--- src/rtl/bram_11_rn.sv ---
// Single-port 11 x 32 synchronous RAM with byte-lane writes, read-first, registered output.
// Optional build macro BRAM11_RESET_CLEAR_EN: reset also clears every memory word.
module bram_11_rn (
    input  logic        CLK,
    input  logic        Resetn,
    input  logic        EN,
    input  logic [3:0]  WE,
    input  logic [11:0] A,
    input  logic [31:0] Di,
    output logic [31:0] Do
);

    localparam int DEPTH = 11;

    logic [31:0] mem [DEPTH];
    logic [9:0]  idx;
    logic        in_range;
    logic        wr_en;
    logic [31:0] rd_word;
    logic        unused_addr_bits;

    assign idx              = A[11:2];
    assign in_range         = (idx < 10'(DEPTH));
    assign wr_en            = EN && in_range && (WE != 4'h0);
    assign unused_addr_bits = ^A[1:0];

    // Out-of-range indices read as zero; the decode never aliases onto a valid word.
    always_comb begin
        rd_word = 32'h0;
        for (int w = 0; w < DEPTH; w++) begin
            if (idx == 10'(w)) begin
                rd_word = mem[w];
            end
        end
    end

`ifdef BRAM11_RESET_CLEAR_EN
    always_ff @(posedge CLK) begin
        if (!Resetn) begin
            for (int w = 0; w < DEPTH; w++) begin
                mem[w] <= 32'h0;
            end
        end else if (wr_en) begin
            for (int w = 0; w < DEPTH; w++) begin
                if (idx == 10'(w)) begin
                    for (int b = 0; b < 4; b++) begin
                        if (WE[b]) begin
                            mem[w][8*b +: 8] <= Di[8*b +: 8];
                        end
                    end
                end
            end
        end
    end
`else
    // Contents survive reset; only the write on a reset edge is suppressed.
    always_ff @(posedge CLK) begin
        if (Resetn && wr_en) begin
            for (int w = 0; w < DEPTH; w++) begin
                if (idx == 10'(w)) begin
                    for (int b = 0; b < 4; b++) begin
                        if (WE[b]) begin
                            mem[w][8*b +: 8] <= Di[8*b +: 8];
                        end
                    end
                end
            end
        end
    end
`endif

    // rd_word samples pre-edge contents, giving read-first behaviour on a same-word write.
    always_ff @(posedge CLK) begin
        if (!Resetn) begin
            Do <= 32'h0;
        end else if (EN) begin
            Do <= rd_word;
        end
    end

endmodule

--- config.mk ---
export PLATFORM = sky130hd
export DESIGN_NAME = bram_11_rn
export DESIGN_NICKNAME = d
export VERILOG_FILES = /design/src/rtl/bram_11_rn.sv
export SDC_FILE = /design/constraint.sdc
export NUM_CORES = 1
export LEC_CHECK = 0
export ABC_AREA = 1
export CORE_AREA = 2 2 213 215
export CTS_CLUSTER_SIZE = 14
export DETAILED_ROUTE_END_ITERATION = 7
export DIE_AREA = 0 0 215 217
export SLEW_MARGIN = 25
export SYNTH_ARGS = -nofsm -noshare
export SYNTH_HDL_FRONTEND = slang
export SYNTH_SLANG_ARGS = --single-unit
--- constraint.sdc ---
create_clock -name CLK -period 2.6 [get_ports CLK]
set_input_delay 0.65 -clock CLK [delete_from_list [all_inputs] [get_ports CLK]]
set_output_delay 0.65 -clock CLK [all_outputs]
set_load 0.01 [all_outputs]
# After elaboration in Yosys (flattened, before gate mapping)
# Memory sizes are Yosys's and may differ from the RTL's.
# Index checks and enable logic that the tools add are counted.
# op_classes
magnitude_cmp	1
n_eq_ne	10
n_mux	177
reduce_logical	15
# ops
cell	count
$mux 32	21
$reduce_or 32->1	10
$mux 1	136
$mux 4	20
$eq 10x3->1 const B	4
$eq 10x4->1 const B	3
$eq 10x2->1 const B	2
$eq 10x1->1 const B	1
$logic_not 10->1	1
$lt 10x4->1 const B	1
$reduce_bool 4->1	1
$logic_and 1x1->1	3
# totals
register_bits	32
ramBits	352
inputBits	51
output_inout_bits	32
wordCells	205
n_memories	1
# mem_list
memory	words	word_bits	rd	rd_clocked_by_memory_dff	write_ports	line	rtl
mem	11	32	11	0	1	15	logic [31:0] mem [DEPTH];

# Depth between registers and ports, before layout
# depth
ltp_word	17
mapped_depth	15
ltp_nobuf	15

# Worst setup path after synthesis
# OpenSTA, ideal clock, no wires.
# synth_timing
path_kind	input-to-reg
startpoint	input port A[7]
endpoint	memory mem[3][0] (enable)
setup_ps	370
arrival_time_ps	2173
t_required_ps	2230
path_slack_ps	57
stages	9
n_path_buf	2
cell_sequence	nor2_2 nand2_4 buf_6 inv_2 nand2_1 nor4_2 nand2_1 buf_2 nor2_1
# synth_via
elab_chain_cells	17
word_cells_on_any_way	168
classes_between	order compare: 1; eq/ne: 10; mux: 143; reduce/logical: 14
# synth_rtl
item	line	rtl
start, declared	8	input logic [11:0] A,
$lt 10x4->1	23	assign in_range = (idx < 10'(DEPTH));
$logic_and 1x1->1 (2 in a row)	24	assign wr_en = EN && in_range && (WE != 4'h0);
$logic_and 1x1->1	58	if (Resetn && wr_en) begin
$mux 1	58	
$mux 1 (implied by the code)	63	mem[w][8*b +: 8] <= Di[8*b +: 8];
$reduce_or 32->1 (no line)	n/a	
$mux 4 (no line) (10 in a row)	n/a	
end, declared	15	
# Parallel ways exist; a longest one is shown, timed or not.

# Worst setup path in the final report
# layout_timing
startpoint	input port A[4]
endpoint	register Do[20]
# layout_via
elab_chain_cells	12
word_cells_on_any_way	22
classes_between	eq/ne: 10; mux: 11; reduce/logical: 1
# layout_rtl
item	line	rtl
$logic_not 10->1	31	if (idx == 10'(w)) begin
$mux 32 (10 in a row)	31	
$mux 32 *	31	
end signal, assigned	77	Do <= rd_word;
end, declared	10	output logic [31:0] Do
# Every way passes the cells marked *; elsewhere a longest branch is shown, timed or not.
# A chain may end at the register's enable or synchronous reset.

==> summary.md <==
| Metric | Value |
|---|---|
| Status | complete, no violations |
| Commonest non-fill, non-tap cell in the layout | edfxtp_1 |
| DP Area | 0.0177 mm^2 |
| Layout area overhead | 23.7% |
| Routed length per instance | 18.0 um |
| Hpwl dp | between 20000 and 30000 um |
| Fmax | 418 MHz |
| Initial antenna violation count | 1 |
| Max cap viols | 0 |
| Clock Pin Slew Worst Setup and Hold Paths | 60 ps |
| RSZ-0062 raised after global routing | false |
| Overflow after GRT | 0 |
| Final GP Congestion | 0.810 |
| Synth Cell Area | around 0.015 mm^2 |
| Final count of hold timing violations | 0 |
| Total power | 12400 uW |
| I/O Pins | 83 |
| Initial DRC Count | around 670 |
| Leakage | between 0.006 and 0.007 uW |
| Max-slew violations | 0 |
| CTS root buffer | clkbuf_16 |
| FILL cells | 4206 |
| CP top delay family | buffers and inverters |
| DRC violations left | 0 |
| Dpl cells | 2061 |
| Max_slew headroom | 67.5% |
| Syn avg cell area | 11.7 um^2 |
| Antenna-violating nets left | 0 |
| Worst Skew | ~17 ps |
| Worst-Skew Late Latency | between 500 and 600 ps |
| Mapped Cells | about 1300 |
| Post-CTS Resized | 0 |
| # setup viols final | 0 |
| Yosys top cell area share | 69.0% |
| Gr usage total | between 10% and 20% |
| Fin area | 0.0189 mm^2 |
| Setup crit end kind | flop |
| Ys Warns | 0 |
| Critical Path RT | 3050 ps |
| Critical path class | primary input to flop |
| Flop2flop setup slack | 1230 ps |
| Power Density | ~650 mW/mm^2 |
| Final period util | between 90% and 100% |
| WHS Path Cells | 2 |
| Worst Tran Pin Value | 486 ps |
| CP arrival | 2850 ps |
| R2R Path End | Do[28]$_SDFFE_PN0P_ |
| Non-filler cells, final | between 2000 and 2500 |
| Peak VDD IR | 0.000409 V |
| CTS Buffer Depth | 3 |
| Reg2reg path depth | 8 |
| TritonCTS clock tree | done |
| Hold Crit Endpoint | Do[25]$_SDFFE_PN0P_ |
| Initial Utilization | 34.3% |
| Synth Register Bits | 384 |
| Largest area contributor in the netlist | edfxtp_1 |
| Top post-synthesis cells by area | edfxtp_1 69%, nand2_1 7.9%, nor2_1 4.8% |
| Post-synth net total | between 1000 and 1500 |
| TritonCTS Sinks | ~380 |
| Share of cells above drive strength 1 | approximately 14% |
| Commonest non-fill, non-tap cells in the layout | 352 x edfxtp_1, 324 x nand2_1, 195 x nor2_1, 112 x inv_1, 108 x buf_4 |
| Largest net degree at the start of global routing | 38 |
| Vias in the first global route | 9618 |
| Worst reg2reg startpoint | mem[0][28]$_DFFE_PP_ |
| Die Span X | 215 um |
| Max FO, Critical Path | 4 |
| Vias/cell | around 4.7 |
| Port Buffer Count | 80 |
| Hold path startpoint | Do[25]$_SDFFE_PN0P_ |
| Crit-path slowest cell | clkdlybuf4s50_1 |
| DR pass1 iterations | 7 |
| Cell Chain, Critical Path | clkdlybuf4s50_1, nor2_2, inv_2, buf_4, nor4_2, buf_4, nand2_1, nand4_1, nand2_1, a21oi_1 |
| Core area | 0.0447 mm^2 |
| Drt total wl | 38300 um |
| Yosys cell types | 26 |
| Number of H-tree levels | 2 |
| CP peak stage delay | 580 ps |
| First-pass GRT wire length | around 58000 um |
| Hold Path Class | flop to flop |
| Die H | 217 um |
| Final min period | 2390 ps |
| Routed via count | just under 10000 |
| Nets@finish | between 1500 and 2000 |
| Sequential cell area fraction in the yosys report | 73.2% |
| CTS Buf Count | 38 |
| FP Rows | 78 |
| Startpoint types | primary input |
| Die ar. | about 0.047 mm^2 |
| WP buf/inv | 4 |
metal layers:
metal / vias to the layer above / GRT usage (%) / wire length, um / share of wire [%]
met4: 0 / 4.78 / 881 / 2.3
met2: 254 / 27.8 / 18500 / 48
met3: 55 / 2.54 / 2260 / 5.9
li1: 4833 / - / - / -
met5: - / 0 / 0 / 0
met1: 4777 / 22.1 / 16700 / 44
synth_stat cells, drive strengths merged:
master,instances
a21oi,35
buf,40
clkbuf,14
clkinv,2
dfxtp,32
edfxtp,352
inv,125
nand2,329
nand3,87
nand4,60
nor2,205
nor3,3
nor4,9
o21ai,18
repair_timing:
| action | 4_1_cts | 5_1_grt |
|---|---|---|
| hold endpoints to repair | 0 | 0 |
| endpoints found under the setup margin | 0 | 1 |
| hold buffers | 0 | 0 |
| setup buffers | 0 | 1 |
where the power goes:
part | switching [uW] | internal (uW) | total, uW | leakage, uW
registers | 0.655 | 6730 | 6730 | 0.00342
clock network | 2230 | 3070 | 5300 | 0.000588
logic | 208 | 114 | 321 | 0.00288
total | 2440 | 9920 | 12400 | 0.00689
stage by stage:
| stage | util, % | setup TNS, ps | worst slack [ps] | hold slack [ps] |
|---|---|---|---|---|
| after floorplan | - | 0 | 56.7 | 490 |
| after global placement | 39.6 | -99490 | -417 | 457 |
| after detailed placement | 39.6 | -103510 | -504 | 456 |
| after CTS | 42.3 | 0 | 54.1 | 465 |
| after global routing | 42.4 | 0 | 84.2 | 482 |
| final | 42.4 | 0 | 207 | 463 |
area by class of cell:
| cell class | instances | area [um^2] | share of cell area [%] |
|---|---|---|---|
| clock inverter | 18 | 134 | 0.707 |
| inverter | 127 | 477 | 2.52 |
| timing repair buffer | 205 | 1950 | 10.3 |
| multi-input combinational | 746 | 3340 | 17.7 |
| clock buffer | 51 | 1060 | 5.62 |
| tap | 600 | 751 | 3.96 |
| antenna | 1 | 2.50 | 0.0132 |
| sequential | 384 | 11200 | 59.2 |
state kept, by name, summed over array words and instances (netlist names):
name	flops
Do	32
mem	352
logic make-up (layout without fill, tap and decap cells):
family | Yosys count | in the layout | share of synthesized area, %
AND/OR/NAND/NOR | 693 | 693 | 20.0
buffers and inverters | 181 | 401 | 5.02
flip-flops | 384 | 384 | 73.2
AO/OA/AOI/OAI | 53 | 53 | 1.73
other | 0 | 1 | 0
tightest hold or removal path, delay by kind of cell (launching register included):
family / cells / cell delay [ps]
AO/OA/AOI/OAI: 1 / 50
AND/OR/NAND/NOR: 1 / 60
flip-flops: 1 / 310
worst max path at each step:
| stage | from | endpoint | slack (ps) | depth (start not counted) |
|---|---|---|---|---|
| final | A[4] | Do[20]$_SDFFE_PN0P_ | 210 | 10 |
| after global routing | A[9] | Do[27]$_SDFFE_PN0P_ | 80 | 14 |
| after CTS | A[9] | Do[31]$_SDFFE_PN0P_ | 50 | 14 |
| after detailed placement | A[9] | Do[31]$_SDFFE_PN0P_ | -500 | 14 |
| after global placement | A[9] | Do[24]$_SDFFE_PN0P_ | -420 | 14 |
| after floorplan | A[7] | mem[3][0]$_DFFE_PP_ | 60 | 9 |
(Power assumes the default switching activity.)
